### src/rtl/pcm_pkg.sv
// Shared definitions for the PCM byte packer: FSM states, sync pattern and frame geometry.
package pcm_pkg;

    localparam int unsigned BYTES_PER_FRAME = 3;
    localparam logic [23:0] PCM_SYNC_WORD   = 24'hAAFF00;

    typedef enum logic [1:0] {
        StIdle,
        StByte0,
        StByte1,
        StByte2
    } pcm_state_e;

    // Select byte idx of a frame word, LSB first.
    function automatic logic [7:0] frame_byte(input logic [23:0] word, input logic [1:0] idx);
        logic [7:0] b;
        b = 8'h00;
        for (int i = 0; i < BYTES_PER_FRAME; i++) begin
            if (idx == 2'(i)) begin
                b = word[8*i +: 8];
            end
        end
        return b;
    endfunction

endpackage

### src/rtl/pulse_sync.sv
// Two-flop synchronizer plus a third flop for rising-edge detection of an asynchronous level.
// An input already high when reset releases is not reported until it has been seen low.
module pulse_sync (
    input  logic clk,
    input  logic rst_n,
    input  logic async_i,
    output logic rise_o
);

    logic ff1, ff2, ff3;
    logic vld1, vld2;
    logic armed;

    // Synchronizer chain; armed only once ff2 has carried a real low sample after reset.
    always_ff @(posedge clk) begin
        if (!rst_n) begin
            ff1   <= 1'b0;
            ff2   <= 1'b0;
            ff3   <= 1'b0;
            vld1  <= 1'b0;
            vld2  <= 1'b0;
            armed <= 1'b0;
        end else begin
            ff1  <= async_i;
            ff2  <= ff1;
            ff3  <= ff2;
            vld1 <= 1'b1;
            vld2 <= vld1;
            if (vld2 && !ff2) begin
                armed <= 1'b1;
            end
        end
    end

    assign rise_o = ff2 & ~ff3 & armed;

endmodule

### src/rtl/pcm_byte_packer.sv
// Packs 24-bit PCM samples into 3-byte frames (LSB first) for a downstream byte FIFO.
// One frame in flight plus a one-entry pending slot; further samples are dropped and counted.
// Build option PCM_PACKER_SYNC_EN: insert a SYNC_WORD frame after every SYNC_PERIOD data frames.
module pcm_byte_packer
    import pcm_pkg::*;
#(
    parameter int unsigned SYNC_PERIOD = 127,
    parameter logic [23:0] SYNC_WORD   = PCM_SYNC_WORD
) (
    input  logic        clk,
    input  logic        rst_n,
    input  logic        sample_done,
    input  logic [23:0] sample_data,
    input  logic        fifo_full,
    output logic        fifo_wr_en,
    output logic [7:0]  fifo_wr_data,
    output logic [15:0] drop_count,
    output logic        busy
);

    if (SYNC_PERIOD < 2 || SYNC_PERIOD > 1023) begin : g_bad_period
        $error("SYNC_PERIOD must be in 2..1023");
    end

    logic        rise;
    pcm_state_e  state;
    logic [23:0] cap_q, pend_q;
    logic        cap_vld_q, pend_vld_q;
    logic        sync_q, sync_due;
    logic [23:0] word;
    logic        frame_done, cap_free, next_avail;

    pulse_sync u_pulse_sync (
        .clk     (clk),
        .rst_n   (rst_n),
        .async_i (sample_done),
        .rise_o  (rise)
    );

    // cap_q holds the data frame in flight or about to start; a sync frame leaves it untouched.
    assign word       = sync_q ? SYNC_WORD : cap_q;
    assign frame_done = (state == StByte2) && fifo_wr_en;
    assign cap_free   = ~sync_q | ~cap_vld_q;
    assign next_avail = cap_free ? (pend_vld_q | rise) : 1'b1;
    assign busy       = (state != StIdle) | pend_vld_q;

`ifdef PCM_PACKER_SYNC_EN
    logic [9:0] frame_cnt_q;

    // Count completed data frames; reaching SYNC_PERIOD schedules one sync frame.
    always_ff @(posedge clk) begin
        if (!rst_n) begin
            frame_cnt_q <= '0;
            sync_q      <= 1'b0;
        end else if (frame_done) begin
            if (sync_q) begin
                sync_q <= 1'b0;
            end else if (sync_due) begin
                frame_cnt_q <= '0;
                sync_q      <= 1'b1;
            end else begin
                frame_cnt_q <= frame_cnt_q + 10'd1;
            end
        end
    end

    assign sync_due = ~sync_q & (frame_cnt_q == 10'(SYNC_PERIOD - 1));
`else
    assign sync_q   = 1'b0;
    assign sync_due = 1'b0;
`endif

    // Capture / pending slot management and drop counting.
    always_ff @(posedge clk) begin
        if (!rst_n) begin
            cap_q      <= '0;
            cap_vld_q  <= 1'b0;
            pend_q     <= '0;
            pend_vld_q <= 1'b0;
            drop_count <= '0;
        end else if (frame_done && cap_free) begin
            // Frame boundary: pending advances, a simultaneous edge is never dropped.
            if (pend_vld_q) begin
                cap_q      <= pend_q;
                cap_vld_q  <= 1'b1;
                pend_vld_q <= rise;
                if (rise) begin
                    pend_q <= sample_data;
                end
            end else if (rise) begin
                cap_q     <= sample_data;
                cap_vld_q <= 1'b1;
            end else begin
                cap_vld_q <= 1'b0;
            end
        end else if (rise) begin
            if (state == StIdle && !cap_vld_q) begin
                cap_q     <= sample_data;
                cap_vld_q <= 1'b1;
            end else if (!pend_vld_q) begin
                pend_q     <= sample_data;
                pend_vld_q <= 1'b1;
            end else if (drop_count != 16'hFFFF) begin
                drop_count <= drop_count + 16'd1;
            end
        end
    end

    // Byte FSM: a state advances only on a cycle that actually wrote its byte.
    always_ff @(posedge clk) begin
        if (!rst_n) begin
            state        <= StIdle;
            fifo_wr_en   <= 1'b0;
            fifo_wr_data <= 8'h00;
        end else begin
            fifo_wr_en <= 1'b0;
            unique case (state)
                StIdle: begin
                    if (cap_vld_q) begin
                        state        <= StByte0;
                        fifo_wr_en   <= ~fifo_full;
                        fifo_wr_data <= frame_byte(word, 2'd0);
                    end
                end
                StByte0: begin
                    fifo_wr_en <= ~fifo_full;
                    if (fifo_wr_en) begin
                        state        <= StByte1;
                        fifo_wr_data <= frame_byte(word, 2'd1);
                    end else begin
                        fifo_wr_data <= frame_byte(word, 2'd0);
                    end
                end
                StByte1: begin
                    fifo_wr_en <= ~fifo_full;
                    if (fifo_wr_en) begin
                        state        <= StByte2;
                        fifo_wr_data <= frame_byte(word, 2'd2);
                    end else begin
                        fifo_wr_data <= frame_byte(word, 2'd1);
                    end
                end
                StByte2: begin
                    if (fifo_wr_en) begin
                        // Next frame starts with a one-cycle gap while word settles.
                        state <= (sync_due || next_avail) ? StByte0 : StIdle;
                    end else begin
                        fifo_wr_en   <= ~fifo_full;
                        fifo_wr_data <= frame_byte(word, 2'd2);
                    end
                end
                default: state <= StIdle;
            endcase
        end
    end

endmodule

### config.mk
export PLATFORM = sky130hd
export DESIGN_NAME = pcm_byte_packer
export DESIGN_NICKNAME = d
export VERILOG_FILES = /design/src/rtl/pcm_pkg.sv /design/src/rtl/pulse_sync.sv /design/src/rtl/pcm_byte_packer.sv
export SDC_FILE = /design/constraint.sdc
export NUM_CORES = 1
export LEC_CHECK = 0
export CORE_UTILIZATION = 55
export CTS_BUF_LIST = sky130_fd_sc_hd__clkbuf_4 sky130_fd_sc_hd__clkbuf_8
export DETAILED_ROUTE_END_ITERATION = 7
export HOLD_SLACK_MARGIN = 0.15
export PLACE_DENSITY = 0.87
export SLEW_MARGIN = 20
export SYNTH_ARGS = -nofsm -noshare
export SYNTH_HDL_FRONTEND = slang
export SYNTH_HIERARCHICAL = 1
export SYNTH_SLANG_ARGS = --single-unit
### constraint.sdc
create_clock -name clk -period 2 [get_ports clk]
set_input_delay 0.4 -clock clk [delete_from_list [all_inputs] [get_ports clk]]
set_output_delay 0.4 -clock clk [all_outputs]
set_load 0.005 [all_outputs]
== After elaboration in Yosys (flattened, before gate mapping) ==
Index checks and enable logic that the tools add are counted.
Word-level totals
  bits in registers: 83
  latch bits: 0
  memory bits (writable): 0
  bits in read-only memories: 0
  input bits: 28
  output and inout bits: 26
  memories kept: 0
Operators by class
  $add $sub $neg: 1
  multiply operators: 0
  divide/modulo/power cells: 0
  $lt $le $gt $ge: 0
  equal/unequal tests: 13
  shifts and indexed selects: 0
  multiplexer cells: 34
  bitwise operators: 8
  reduce and logical (&&, ||, !) cells: 18
Operators with widths (number)
  24-bit two-way mux: 10
  8-bit two-way mux: 4
  8-bit case mux with 4 select lines: 1
  16-bit by 1-bit adder with 16-bit output, second input constant: 1
  16-bit inequality test, second input constant: 1
  2-bit inequality test, second input constant: 8
  1-bit two-way mux: 13
  5-bit AND reduction: 2
  2-bit two-way mux: 4
  2-bit case mux with 4 select lines: 1
  2-bit nonzero test: 4
  2-bit AND reduction: 3
  2-bit == test, second input constant: 2
  1-bit inverter: 4
  4-bit AND reduction: 1
  1-bit logical AND: 3
  1-bit case mux with 3 select lines: 1
  3-bit AND reduction: 1
  1-bit AND: 2
  2-bit by 1-bit == test with 1-bit output, second input constant: 1
  1-bit logical NOT: 2
  2-bit logical NOT: 1
  2-bit by 1-bit inequality test with 1-bit output, second input constant: 1
  1-bit bitwise OR: 2
  2-bit OR reduction: 1

== Depth between registers and ports, before layout ==
  word-level depth: 7
  mapped depth: 10
  gate-level depth less buffers: 7

== Modules after synthesis ==
Netlist, hierarchy kept.
Modules (own cells, without submodules)
  pcm_byte_packer: times used 1, cells an instance 372, area each 3595.9 sq um, sequential area each 1541.5 sq um
  pulse_sync: times used 1, cells an instance 13, area each 167.7 sq um, sequential area each 120.1 sq um

== Worst setup path before layout ==
No wires, ideal clock.
  kind: register -> register
  start point: register state[1]
  end point: register cap_q[14]
  setup time: 0.146 ns
  arrival: 1.601 ns
  data required time: 1.854 ns
  setup slack: 0.252 ns
  stages on the path, launching flop included: 9
  buffers on the path: 3
  path through: dfxtp_1 -> ha_1 -> nand2_4 -> and2_4 -> buf_6 -> a21oi_4 -> buf_6 -> buf_8 -> a211oi_2
Between the ends
  cells in the longest elaborated chain, start to end: 4
RTL lines
  start: declaration: RTL line pcm_byte_packer.sv:26  | pcm_state_e state;
  start signal: assignment: RTL line pcm_byte_packer.sv:112  | state <= StIdle;
  start signal: assignment: RTL line pcm_byte_packer.sv:120  | state <= StByte0;
  start signal: assignment: RTL line pcm_byte_packer.sv:128  | state <= StByte1;
  2-bit == test / 2-bit logical NOT (equally long branches): RTL line pcm_byte_packer.sv:42, pcm_byte_packer.sv:97
  1-bit logical AND, on equally long branches: RTL line pcm_byte_packer.sv:42, pcm_byte_packer.sv:97
  2-bit nonzero test (no line)
  3-bit AND reduction (no line)
  end signal: assignment: RTL line pcm_byte_packer.sv:84  | cap_q <= pend_q;
  end signal: assignment: RTL line pcm_byte_packer.sv:91  | cap_q <= sample_data;
  end signal: assignment: RTL line pcm_byte_packer.sv:98  | cap_q <= sample_data;
  end: declaration: RTL line pcm_byte_packer.sv:27  | logic [23:0] cap_q, pend_q;
Parallel ways exist; a longest one is shown, timed or not.
A chain may end at the register's enable or synchronous reset.

== Worst setup path in the final report ==
  start point: register fifo_wr_en
  end point: output port fifo_wr_en
RTL lines
  start: declaration: RTL line pcm_byte_packer.sv:15  | output logic fifo_wr_en,
  start signal: assignment: RTL line pcm_byte_packer.sv:121  | fifo_wr_en <= ~fifo_full;
  start signal: assignment: RTL line pcm_byte_packer.sv:126  | fifo_wr_en <= ~fifo_full;
  start signal: assignment: RTL line pcm_byte_packer.sv:135  | fifo_wr_en <= ~fifo_full;
No word-level cell between the ends.

==> summary.md <==
| Metric | Value |
|---|---|
| Reg-to-reg slack, setup | `0.14 ns` |
| Reg2reg start | `state[0]$_SDFFE_PN0P_` |
| Synthesized instance count | `385` |
| Worst-path clk slew | `0.08 ns` |
| H-tree depth | `3` |
| Drt pass-1 iters | `6` |
| Min Tclk post-route | `1.86 ns` |
| Routed WL per cell | `15.4 um` |
| Via density | `5.76` |
| Dominant cell type by area after synthesis | `dfxtp_1` |
| Crit path launch type | `register` |
| Cell count after placement | `504` |
| Clk Latency, worst-skew pair | `0.35 ns` |
| Arr. time, crit path | `1.46 ns` |
| Clock sinks | `83` |
| Avg Inst Size Synth | `9.78 um2` |
| Area grow syn2layout | `24.0%` |
| WL final | `8.05 mm` |
| Max stage delay on crit path | `0.57 ns` |
| Outcome | `finished, violations left` |
| GRT Overall Usage | `23.6%` |
| Setup crit end kind | `output pin` |
| Root Driver | `clkbuf_8` |
| Post-route DRC | `2` |
| Fin worst setup slack | `0.136 ns` |
| Critical Path RT | `1.60 ns` |
| I/O Buffers | `53` |
| Mapped cell area | `3760 um2` |
| Ys Warns | `6` |
| TNS Setup | `0 ns` |
| Final hold vios | `0` |
| Post-Place Setup Slack | `0.0492 ns` |
| Yosys cell types | `45` |
| DP HPWL | `5.39 mm` |
| CTS tree | `built` |
| Final number of setup-violating endpoints | `0` |
| Initial Util | `57.9%` |
| Commonest cells after routing, fill and taps aside | `81 x dfxtp_1, 76 x nor2_1, 52 x clkdlybuf4s50_1` |
| RD Place Congestion | `0.811` |
| Slowest-stage cell, CP | `clkdlybuf4s50_1` |
| Number of enable flip-flop cells after synthesis | `0` |
| Max-cap violations | `0` |
| First-pass GRT wire length | `13.2 mm` |
| Vias | `3,001` |
| Clock buffer depth | `2` |
| Die Y | `84.7 um` |
| Diode count | `0` |
| Top Ports | `54` |
| Hold_buf cts | `0` |
| Power Density | `865 nW/um2` |
| Max-slew headroom | `68.3%` |
| Failing checks | `DRC` |
| Async SR Flop Fraction | `0%` |
| Slew @ Worst Pin | `0.475 ns` |
| Worst VDD drop | `0.535 mV` |
| Worst hold slack | `0.443 ns` |
| Hold Path Stages | `1` |
| Yosys top cell area share | `44.1%` |
| Post-synth net total | `419` |
| GRT overflow | `0` |
| CP max FO | `7` |
| Vias in the first global route | `2,905` |
| Worst Skew | `0.00528 ns` |
| Die W | `84.7 um` |
| Flops & latches, synth | `83` |
| Die footprint | `7180 um2` |
| FMAX | `536 MHz` |
| Top FF cell, synth | `dfxtp_1` |
| Leakage power | `1.97 nW` |
| Final Max Slew Viols | `0` |
| Hold_sp | `u_pulse_sync/vld1$_DFF_P_` |
| # rows | `29` |
| Worst-path cell chain | `clkdlybuf4s50_1` |
| Fraction of layout cells with a size suffix above 1 | `15.3%` |
| Type of the worst min-delay path | `reg -> reg` |
| Initial antenna violation count | `0` |
| Crit Path Class | `reg -> out` |
| Depth of the worst register-to-register path | `7` |
| RR Endpoint | `drop_count[9]$_SDFFE_PN0P_` |
| Pin count of the biggest net entering global routing | `69` |
| Hold worst-path end | `u_pulse_sync/vld2$_SDFF_PN0_` |
| Iter 0 DRT Violations | `174` |
| Post-Layout Cell Count | `521` |
| Total Nets Final | `473` |
| Post-route ant nets | `0` |
| Commonest non-fill, non-tap cell in the layout | `dfxtp_1` |
| CP bufs+invs | `1` |
| TritonCTS buffer count | `9` |
| Fin crit share | `93.2%` |
| Post-synthesis sequential area ratio | `44.1%` |
| Core area | `6490 um2` |
| CP delay by family, top | `buffers and inverters` |
| Synth area leaders | `dfxtp_1 44%, mux2i_1 14%, a211oi_2 8.0%, nor2_1 7.6%, a21oi_1 2.8%` |
| Fill cells | `460` |
## worst max path at each step
stage,startpoint,depth (start not counted),endpoint
6_report,fifo_wr_en$_SDFF_PN0_,1,fifo_wr_en
2_1_floorplan,state[1]$_SDFFE_PN0P_,8,cap_q[14]$_SDFFE_PN0P_
3_5_place_dp,state[1]$_SDFFE_PN0P_,7,drop_count[9]$_SDFFE_PN0P_
3_3_place_gp,state[0]$_SDFFE_PN0P_,7,drop_count[14]$_SDFFE_PN0P_
5_1_grt,state[1]$_SDFFE_PN0P_,7,drop_count[15]$_SDFFE_PN0P_
4_1_cts,state[1]$_SDFFE_PN0P_,4,busy
## per-stage QoR
stage	instance area, um2	util [%]	power (mW)
floorplan	3760	-	2.24
finish	4670	71.9	4.04
detailed placement	4380	67.4	2.55
CTS	4640	71.5	4.06
global route	4670	71.9	4.20
global placement	4380	67.4	2.52
## cells in the mapped netlist, types with 2 or more instances
master     n
a21oi_1   21
o21ai_0   11
buf_6      4
nand2_1    8
a21o_1     3
ha_1       6
clkbuf_1  10
nand4_1    4
buf_2      3
mux2i_1   51
nor2_1    76
a22oi_1    8
inv_1      6
and3_1     2
xnor2_1   12
buf_4      3
nand2b_1   2
and2_1     5
dfxtp_1   83
nand3_1    5
nor4_1     6
o21a_1     2
a211oi_2  24
nor3_1     9
## cells by family (layout without fill, tap and decap cells)
| group | count (synthesis) | in the layout | share of synthesized area [%] |
|---|---|---|---|
| flip-flops | 83 | 83 | 44.1 |
| adder cells (fa/ha/maj) | 6 | 6 | 1.99 |
| buffers and inverters | 28 | 87 | 4.29 |
| XOR/XNOR | 12 | 12 | 2.79 |
| AND/OR/NAND/NOR | 129 | 129 | 16.5 |
| AO/OA/AOI/OAI | 75 | 75 | 16.4 |
| multiplexers | 52 | 52 | 13.9 |
## registers in the layout, indices dropped and copies added (netlist names)
register            count
u_pulse_sync/armed      1
pend_q                 24
fifo_wr_data            8
fifo_wr_en              1
u_pulse_sync/ff1        1
cap_vld_q               1
pend_vld_q              1
u_pulse_sync/vld1       1
u_pulse_sync/vld2       1
drop_count             16
u_pulse_sync/ff3        1
state                   2
u_pulse_sync/ff2        1
cap_q                  24
## what timing repair did
item | in CTS | in global routing
setup endpoints to repair | 1 | 3
gates resized for setup | 3 | 4
hold endpoints to repair | 0 | 0
buffers inserted | 0 | 1
## where the power goes
group / internal [mW] / total [mW] / switching (mW)
combinational: 0.346 / 0.726 / 0.380
sequential: 1.76 / 1.82 / 0.0632
clock: 0.929 / 1.49 / 0.564
total: 3.03 / 4.04 / 1.01
## final cells by class
cell class / instances / area [um2] / share of cell area, %
Clock buffer: 12 / 165 / 3.54
Clock inverter: 4 / 95.1 / 2.04
Inverter: 7 / 26.3 / 0.563
Multi-Input combinational cell: 274 / 1950 / 41.8
Sequential cell: 83 / 1670 / 35.7
Tap cell: 77 / 96.3 / 2.06
Timing Repair Buffer: 64 / 666 / 14.3
## metal layers
metal | GRT usage (%) | wire length (um)
met1 | 28.5 | 3340
met2 | 40.3 | 4040
met3 | 6.98 | 506
met4 | 7.70 | 167
met5 | 0 | 0
Note: power is estimated with default switching activity, not from simulation.
